===== src/rtl/uart_cmd_decoder_if.sv =====
// Byte-stream and debug/load port bundle between the UART byte engines, the command
// decoder and the imem/regfile side.
interface uart_cmd_decoder_if;
    // Handshake semantics:
    //   rx_valid     one-cycle strobe; rx_data is meaningful only while it is high, and there is
    //                no back-pressure, so a byte the decoder cannot use is lost.
    //   tx_start     one-cycle request, issued only when tx_busy was low at the sampling edge;
    //                tx_data is stable while it is high and holds the last byte sent afterwards.
    //   tx_busy      raised by the TX engine from the cycle after tx_start until the byte is out.
    //   if_out_valid one-cycle write strobe; if_addr_out and if_data_out are stable while it is high.
    //   if_data_in   sampled READ_LAT clocks after if_addr_out becomes valid.
    logic [7:0]  rx_data;
    logic        rx_valid;
    logic        tx_busy;
    logic [7:0]  tx_data;
    logic        tx_start;
    logic [31:0] if_data_in;
    logic [31:0] if_addr_out;
    logic [31:0] if_data_out;
    logic        if_out_valid;
    logic        busy;

    modport master (
        input  rx_data, rx_valid, tx_busy, if_data_in,
        output tx_data, tx_start, if_addr_out, if_data_out, if_out_valid, busy
    );

    modport slave (
        output rx_data, rx_valid, tx_busy, if_data_in,
        input  tx_data, tx_start, if_addr_out, if_data_out, if_out_valid, busy
    );
endinterface


===== src/rtl/uart_cmd_decoder.sv =====
// UART command decoder: assembles 'W' (imem load) and 'R' (regfile peek) packets from RX
// bytes, strobes write words out, and returns read words as four MSB-first TX bytes.
module uart_cmd_decoder #(
    parameter int unsigned TIMEOUT_CYCLES = 5_000_000,
    parameter int unsigned READ_LAT       = 1,
    parameter logic [7:0]  CMD_WRITE      = 8'h57,
    parameter logic [7:0]  CMD_READ       = 8'h52
) (
    input  logic                  clk,
    input  logic                  reset,
    uart_cmd_decoder_if.master    bus,
    output logic [2:0]            state_dbg
);
    localparam int TMO_W = (TIMEOUT_CYCLES > 1) ? $clog2(TIMEOUT_CYCLES + 1) : 1;
    localparam int LAT_W = $clog2(READ_LAT + 1);

    typedef enum logic [2:0] {
        S_IDLE      = 3'd0,
        S_GET_ADDR  = 3'd1,
        S_GET_DATA  = 3'd2,
        S_WRITE     = 3'd3,
        S_READ_WAIT = 3'd4,
        S_SEND      = 3'd5,
        S_TX_HOLD   = 3'd6
    } state_t;

    state_t             state;
    state_t             state_nxt;
    logic               is_write;
    logic [1:0]         byte_cnt;
    logic [1:0]         tx_idx;
    logic [31:0]        word;
    logic [TMO_W-1:0]   tmo_cnt;
    logic [LAT_W-1:0]   lat_cnt;
    logic               wr_done;
    logic               tmo_hit;
    logic               lat_done;

    // The counter holds the number of idle clocks minus one, so a hit means TIMEOUT_CYCLES idle clocks.
    assign tmo_hit   = (tmo_cnt == TMO_W'(TIMEOUT_CYCLES - 1));
    assign lat_done  = (lat_cnt == LAT_W'(READ_LAT));
    assign bus.busy  = (state != S_IDLE);
    assign state_dbg = state;

    always_ff @(posedge clk) begin
        if (reset) begin
            state <= S_IDLE;
        end else begin
            state <= state_nxt;
        end
    end

    always_comb begin
        state_nxt = state;
        case (state)
            S_IDLE: begin
                if (bus.rx_valid && (bus.rx_data == CMD_WRITE || bus.rx_data == CMD_READ)) begin
                    state_nxt = S_GET_ADDR;
                end
            end
            S_GET_ADDR: begin
                if (bus.rx_valid) begin
                    state_nxt = is_write ? S_GET_DATA : S_READ_WAIT;
                end else if (tmo_hit) begin
                    state_nxt = S_IDLE;
                end
            end
            S_GET_DATA: begin
                if (bus.rx_valid) begin
                    if (byte_cnt == 2'd3) begin
                        state_nxt = S_WRITE;
                    end
                end else if (tmo_hit) begin
                    state_nxt = S_IDLE;
                end
            end
            S_WRITE: begin
                state_nxt = S_IDLE;
            end
            S_READ_WAIT: begin
                if (lat_done) begin
                    state_nxt = S_SEND;
                end
            end
            S_SEND: begin
                if (!bus.tx_busy) begin
                    state_nxt = S_TX_HOLD;
                end
            end
            S_TX_HOLD: begin
                state_nxt = (tx_idx == 2'd0) ? S_IDLE : S_SEND;
            end
            default: begin
                state_nxt = S_IDLE;
            end
        endcase
    end

    always_ff @(posedge clk) begin
        if (reset) begin
            is_write         <= 1'b0;
            byte_cnt         <= 2'd0;
            tx_idx           <= 2'd0;
            word             <= 32'd0;
            tmo_cnt          <= '0;
            lat_cnt          <= '0;
            wr_done          <= 1'b0;
            bus.tx_data      <= 8'd0;
            bus.tx_start     <= 1'b0;
            bus.if_addr_out  <= 32'd0;
            bus.if_data_out  <= 32'd0;
            bus.if_out_valid <= 1'b0;
        end else begin
            bus.tx_start     <= 1'b0;
            // The strobe trails the if_data_out update by one clock so the word is settled under it.
            wr_done          <= (state == S_WRITE);
            bus.if_out_valid <= wr_done;
            case (state)
                S_IDLE: begin
                    tmo_cnt  <= '0;
                    byte_cnt <= 2'd0;
                    if (bus.rx_valid) begin
                        is_write <= (bus.rx_data == CMD_WRITE);
                    end
                end
                S_GET_ADDR: begin
                    if (bus.rx_valid) begin
                        bus.if_addr_out <= {24'd0, bus.rx_data};
                        tmo_cnt         <= '0;
                        byte_cnt        <= 2'd0;
                        lat_cnt         <= '0;
                    end else begin
                        tmo_cnt <= tmo_cnt + TMO_W'(1);
                    end
                end
                S_GET_DATA: begin
                    if (bus.rx_valid) begin
                        word     <= {word[23:0], bus.rx_data};
                        byte_cnt <= byte_cnt + 2'd1;
                        tmo_cnt  <= '0;
                    end else begin
                        tmo_cnt <= tmo_cnt + TMO_W'(1);
                    end
                end
                S_WRITE: begin
                    bus.if_data_out <= word;
                end
                S_READ_WAIT: begin
                    if (lat_done) begin
                        word   <= bus.if_data_in;
                        tx_idx <= 2'd3;
                    end else begin
                        lat_cnt <= lat_cnt + LAT_W'(1);
                    end
                end
                S_SEND: begin
                    if (!bus.tx_busy) begin
                        bus.tx_data  <= word[{tx_idx, 3'b000} +: 8];
                        bus.tx_start <= 1'b1;
                    end
                end
                S_TX_HOLD: begin
                    if (tx_idx != 2'd0) begin
                        tx_idx <= tx_idx - 2'd1;
                    end
                end
                default: begin
                end
            endcase
        end
    end
endmodule


===== src/flat_wrapper.sv =====
// flat-port wrapper written by rule: the top's interface ports become plain ports
module uart_cmd_decoder_flat 
#(
    parameter int unsigned TIMEOUT_CYCLES = 5_000_000,
    parameter int unsigned READ_LAT       = 1,
    parameter logic [7:0]  CMD_WRITE      = 8'h57,
    parameter logic [7:0]  CMD_READ       = 8'h52
)
  (clk, reset, state_dbg, bus_rx_data, bus_rx_valid, bus_tx_busy, bus_if_data_in, bus_tx_data, bus_tx_start, bus_if_addr_out, bus_if_data_out, bus_if_out_valid, bus_busy);
  uart_cmd_decoder_if bus_i ();
  input  logic clk;
  input  logic reset;
  output logic [2:0] state_dbg;
  input wire logic [$bits(bus_i.rx_data)-1:0] bus_rx_data;
  input wire logic [$bits(bus_i.rx_valid)-1:0] bus_rx_valid;
  input wire logic [$bits(bus_i.tx_busy)-1:0] bus_tx_busy;
  input wire logic [$bits(bus_i.if_data_in)-1:0] bus_if_data_in;
  output wire logic [$bits(bus_i.tx_data)-1:0] bus_tx_data;
  output wire logic [$bits(bus_i.tx_start)-1:0] bus_tx_start;
  output wire logic [$bits(bus_i.if_addr_out)-1:0] bus_if_addr_out;
  output wire logic [$bits(bus_i.if_data_out)-1:0] bus_if_data_out;
  output wire logic [$bits(bus_i.if_out_valid)-1:0] bus_if_out_valid;
  output wire logic [$bits(bus_i.busy)-1:0] bus_busy;
  assign bus_i.rx_data = bus_rx_data;
  assign bus_i.rx_valid = bus_rx_valid;
  assign bus_i.tx_busy = bus_tx_busy;
  assign bus_i.if_data_in = bus_if_data_in;
  assign bus_tx_data = bus_i.tx_data;
  assign bus_tx_start = bus_i.tx_start;
  assign bus_if_addr_out = bus_i.if_addr_out;
  assign bus_if_data_out = bus_i.if_data_out;
  assign bus_if_out_valid = bus_i.if_out_valid;
  assign bus_busy = bus_i.busy;
  uart_cmd_decoder #(.TIMEOUT_CYCLES(TIMEOUT_CYCLES), .READ_LAT(READ_LAT), .CMD_WRITE(CMD_WRITE), .CMD_READ(CMD_READ)) u_core (.clk(clk), .reset(reset), .bus(bus_i), .state_dbg(state_dbg));
endmodule

===== config.mk =====
export PLATFORM = sky130hd
export DESIGN_NAME = uart_cmd_decoder_flat
export DESIGN_NICKNAME = d
export VERILOG_FILES = /design/src/rtl/uart_cmd_decoder_if.sv /design/src/rtl/uart_cmd_decoder.sv /design/src/flat_wrapper.sv
export SDC_FILE = /design/constraint.sdc
export NUM_CORES = 1
export LEC_CHECK = 0
export BUFFER_PORTS_ARGS = -buffer_cell sky130_fd_sc_hd__buf_2
export CORE_MARGIN = 10
export CORE_UTILIZATION = 30
export DETAILED_ROUTE_END_ITERATION = 8
export REMOVE_ABC_BUFFERS = 1
export SLEW_MARGIN = 20
export SYNTH_ARGS = -nofsm -noshare
export SYNTH_HDL_FRONTEND = slang
export SYNTH_SLANG_ARGS = --single-unit

===== constraint.sdc =====
create_clock -name clk -period 3.54 [get_ports clk]
set_clock_uncertainty 0.15 [all_clocks]
set_input_delay 0.531 -clock clk [delete_from_list [all_inputs] [get_ports clk]]
set_output_delay 0.531 -clock clk [all_outputs]
set_load 0.005 [all_outputs]

After elaboration in Yosys (flattened, before gate mapping)
Index checks and enable logic that the tools add are counted.
- register bits: 115
- input port bits: 44
- output and inout bits: 78
- logic and storage cells: 83
- add/subtract/negate cells: 4
- equal/unequal tests: 17
- shifts and indexed selects: 1
- mux-type cells: 25
- bitwise gates (word level): 2
- reductions and logical operators: 21
- operator list (kind ; number):
    $mux W32 ; 2
    $pmux W32 S2 ; 1
    $pmux W23 S2 ; 1
    $shiftx A32 B6 Y8 ; 1
    $mux W3 ; 9
    $add A23 B1 Y23 const B ; 1
    $eq A23 B23 Y1 const B ; 1
    $mux W23 ; 1
    $pmux W3 S6 ; 1
    $eq A8 B7 Y1 const B ; 2
    $reduce_bool A2 Y1 ; 5
    $eq A3 B3 Y1 const B ; 3
    $reduce_and A3 Y1 ; 3
    $mux W2 ; 4
    $reduce_and A2 Y1 ; 4
    $eq A3 B2 Y1 const B ; 2
    $ne A2 B1 Y1 const B ; 3
    $ne A2 B2 Y1 const B ; 3
    $pmux W2 S3 ; 1
    $reduce_bool A3 Y1 ; 2
    $pmux W2 S2 ; 1
    $reduce_and A4 Y1 ; 1
    $reduce_or A2 Y1 ; 2
    $eq A3 B1 Y1 const B ; 1
    other kinds (12) ; 15

Logic depth before layout (Yosys ltp)
- depth in word-level cells: 5
- depth in mapped cells: 7
- depth with buffers taken out: 6

Worst setup path before layout
OpenSTA, ideal clock, no wires.
- path kind: in2reg
- start point: input port bus_rx_valid
- end point: register u_core.tmo_cnt[21]
- arrival time: 1817 ps
- path slack: 1499 ps
- cell stages on the path: 5
- path buffers: 1
- cell sequence: or2_2 buf_2 or2_1 or4_1 a31oi_1
- cells in the longest elaborated chain, start to end: 2
- RTL lines (what ; RTL line ; RTL):
    start: declaration ; flat_wrapper.sv:15 ; input wire logic [$bits(bus_i.rx_valid)-1:0] bus_rx_valid;
    $mux W23 ; uart_cmd_decoder.sv:127, uart_cmd_decoder.sv:137 ;
    $pmux W23 S2 ; uart_cmd_decoder.sv:118 ; case (state)
    end signal: assignment ; uart_cmd_decoder.sv:133 ; tmo_cnt <= tmo_cnt + TMO_W'(1);
    end signal: assignment ; uart_cmd_decoder.sv:142 ; tmo_cnt <= tmo_cnt + TMO_W'(1);
    end: declaration ; uart_cmd_decoder.sv:33 ; logic [TMO_W-1:0] tmo_cnt;
Every way passes these cells.
A chain may end at the register's enable or synchronous reset.

Worst setup path after layout
- start point: register u_core.state[1], in the netlist u_core.state_dbg[1]
- end point: register u_core.tmo_cnt[21]
- cells in the longest elaborated chain, start to end: 3
- elaborated cells on any way between the ends: 6
- RTL lines (what ; RTL line ; RTL):
    start: declaration ; uart_cmd_decoder.sv:27 ; state_t state;
    start signal: assignment ; uart_cmd_decoder.sv:49 ; state <= state_nxt;
    $eq A3 B1 Y1 / $eq A3 B2 Y1 (equally long branches) ; uart_cmd_decoder.sv:118 ;
    $reduce_or A2 Y1 (no source line) ; n/a ;
    $pmux W23 S2 / $reduce_bool A2 Y1 (equally long branches) ; n/a ;
Parallel ways exist; a longest one is shown, timed or not.

==> results.sh <==
export IMPL_outcome="completed"
export IMPL_crit_required_ns=3.73
export IMPL_routed_wl_um=15200
export IMPL_post_drt_wl_per_cell_um=16.2
export IMPL_synth_top_area_share_pct=43.2
export IMPL_maxCapViolations=0
export IMPL_drt_iter0_markers=291
export IMPL_synthFlopType="dfxtp_1"
export IMPL_pwr_share_comb_pct=2.9
export IMPL_hp_start="bus_rx_data[5]"
export IMPL_yosysMostFrequentCell="nand2_1"
export IMPL_initial_core_util_pct=30.7
export IMPL_min_period_over_period_pct=64.2
export IMPL_nets=749
export IMPL_r2r_setup_slack_ns=1.27
export IMPL_tns_ns=0
export IMPL_rsz0062_at_grt="no"
export IMPL_synth_commonest_cells="117 x nand2_1, 115 x dfxtp_1, 62 x a21oi_1, 48 x nor2_1, 41 x a211oi_1"
export IMPL_worstRegToRegCells=4
export IMPL_track_usage_pct=12.7
export IMPL_cp_end_kind="flop"
export IMPL_yosysTopAreaCell="dfxtp_1"
export IMPL_hold_buffers=0
export IMPL_reg2reg_to="u_core.tmo_cnt[21]$_SDFFE_PP0P_"
export IMPL_clkTransAtPathRegs_ns=0.05
export IMPL_crit_chain="xnor2_1, or2_1, or4_1, a31oi_1"
export IMPL_cp_slowest_cell="dfxtp_1"
export IMPL_die_area_mm2=0.0235
export IMPL_cts_root_buffer="clkbuf_16"
export IMPL_grt_pass1_vias=4412
export IMPL_hold_violations=0
export IMPL_async_flop_share_pct=0
export IMPL_hold_class="input pin to flop"
export IMPL_pre_cts_ws_ns=1.27
export IMPL_gp_congestion=0.795
export IMPL_power_density_mw_per_mm2=466
export IMPL_tightest_slew_ns=0.709
export IMPL_vias_per_cell=4.90
export IMPL_crit_fanout=19
export IMPL_postCtsSetupBuffers=0
export IMPL_cts_max_level=4
export IMPL_yosys_warnings=0
export IMPL_setup_viol=0
export IMPL_irDropWorstVdd_mv=0.333
export IMPL_core_area_mm2=0.0174
export IMPL_hpwl_um=10600
export IMPL_p_sw_share_pct=22.6
export IMPL_critical_path_class="flop to flop"
export IMPL_drv_slew=0
export IMPL_io_pins=122
export IMPL_layout_setup_ws_ns=1.27
export IMPL_num_vias=4609
export IMPL_crit_arrival_ns=2.46
export IMPL_dr_pass1_iters=4
export IMPL_overflow=0
export IMPL_pwr_share_clk_pct=53.9
export IMPL_syn_avg_cell_area_um2=8.51
export IMPL_final_antenna_net_count=0
export IMPL_clk_latency_ns=0.42
export IMPL_netlist_instances=626
export IMPL_portBuffers=97
export IMPL_net_switching_power_uw=679
export IMPL_fin_crit_ns=2.27
export IMPL_p_int_mw=2.32
export IMPL_crit_family="simple AND/OR/NAND/NOR gates"
export IMPL_start_kind="flop"
export IMPL_synth_distinct_cells=55
export IMPL_grt_pass1_wl_um=24300
export IMPL_min_delay_path_depth=3
export IMPL_holdPathEnd="u_core.bus.if_addr_out[5]$_SDFFE_PP0P_"
export IMPL_stdcell_count=941
export IMPL_cp_depth=4
export IMPL_syn2layout_area_growth_pct=21.0
export IMPL_cts_tree="built"
export IMPL_fin_hold_ws_ns=0.237
export IMPL_post_cts_resized=0
export IMPL_synth_seq_cells=115
export IMPL_numCtsBuffers=17
export IMPL_fin_util_pct=37.1
export IMPL_ys_seq_area_share_pct=43.2
export IMPL_drive_above_1_share_pct=20.8
export IMPL_timing_rr_start="u_core.state_dbg[1]$_SDFFE_PP0P_"
export IMPL_num_rows=48
export IMPL_placed_cells=908
export IMPL_drc_errors=0
export IMPL_die_h_um=153
export IMPL_seq_power_share_pct=43.2
export IMPL_synth_edf_count=0
export IMPL_max_stage_delay_ns=0.70
export IMPL_critPathBufInv=0
export IMPL_antenna_found_initial=1
export IMPL_grt_max_degree=65
export IMPL_fp_dieW_um=153
export IMPL_leakage_nw=2.27
export IMPL_synth_area_leaders="dfxtp_1 43%, nand2_1 8.2%, mux2i_1 6.2%"
export IMPL_synth_area_mm2=0.00533
export IMPL_clk_path_buf_depth=2
export IMPL_fmax_mhz=440
export IMPL_numClockSinks=115
export IMPL_relSlewSlack_pct=52.4
logic make-up (layout without fill, tap and decap cells):
logic type / Yosys count / count (layout) / share of synthesized area [%]
AO/OA/AOI/OAI: 140 / 140 / 16.6
XOR/XNOR: 7 / 7 / 1.15
adder cells (fa/ha/maj): 3 / 3 / 0.705
buffers and inverters: 78 / 144 / 7.61
flip-flops: 115 / 115 / 43.2
multiplexers: 41 / 41 / 9.59
other: 1 / 25 / 0.0704
AND/OR/NAND/NOR: 241 / 241 / 21.1
tightest hold or removal path, stage by stage:
cell	delay [ns]
buf_2	0.11
nand2_1	0.05
a21oi_1	0.05
registers in the layout, indices dropped and copies added, names as in the netlist, 2 cells and up:
| signal | flops |
|---|---|
| u_core.bus.if_data_out | 32 |
| u_core.word | 32 |
| u_core.tmo_cnt | 23 |
| u_core.bus.if_addr_out | 8 |
| u_core.bus.tx_data | 8 |
| u_core.state_dbg | 3 |
| u_core.byte_cnt | 2 |
| u_core.tx_idx | 2 |
how the worst max path moves through the flow:
stage / slack [ns] / end / from
5_1_grt: 1.06 / u_core.word[5]$_SDFFE_PP0P_ / u_core.state_dbg[1]$_SDFFE_PP0P_
6_report: 1.27 / u_core.tmo_cnt[21]$_SDFFE_PP0P_ / u_core.state_dbg[1]$_SDFFE_PP0P_
3_5_place_dp: 1.27 / u_core.tmo_cnt[21]$_SDFFE_PP0P_ / bus_rx_valid
2_1_floorplan: -1.57 / u_core.tx_idx[0]$_SDFFE_PP0P_ / u_core.state_dbg[2]$_SDFFE_PP0P_
3_3_place_gp: 1.31 / u_core.tmo_cnt[21]$_SDFFE_PP0P_ / bus_rx_valid
4_1_cts: 1.29 / u_core.tmo_cnt[21]$_SDFFE_PP0P_ / u_core.state_dbg[1]$_SDFFE_PP0P_
layout make-up:
type,count,area [um^2]
inverter,7,26.3
clock inverter,12,108
clock buffer,20,457
timing repair buffer,105,548
multi-input combinational,456,2720
fill,1808,10900
sequential,115,2300
tap,225,282
antenna,1,2.50
power by group through the flow:
stage               Combinational, mW  Clock, mW  Sequential (mW)
floorplan                      0.0241          0             1.32
global placement               0.0859          0             1.33
detailed placement             0.0860          0             1.33
CTS                            0.0857       1.65             1.30
global route                   0.0953       1.71             1.30
finish                         0.0861       1.62             1.30
per-stage QoR:
stage | cell area (um^2) | total power, mW
floorplan | 5030 | 1.35
global placement | 5870 | 1.41
detailed placement | 5870 | 1.41
CTS | 6440 | 3.03
global route | 6440 | 3.11
finish | 6440 | 3.00
cell usage in the layout (no fill, tap or decap), drive strengths merged, types with 9 or more instances in the layout:
cell	instances
o21ai	9
a21oi	63
nor2	48
clkbuf	20
mux2i	33
a211oi	41
nand2	117
buf	105
conb	24
nand4	9
nand3	12
dfxtp	115
layer usage:
layer / share of wire, % / global-route usage, %
met5: 0 / 0
met4: 1.6 / 4.04
met3: 6.9 / 4.55
met2: 48 / 20.3
met1: 44 / 15.6
Note: power is estimated with default switching activity, not from simulation.
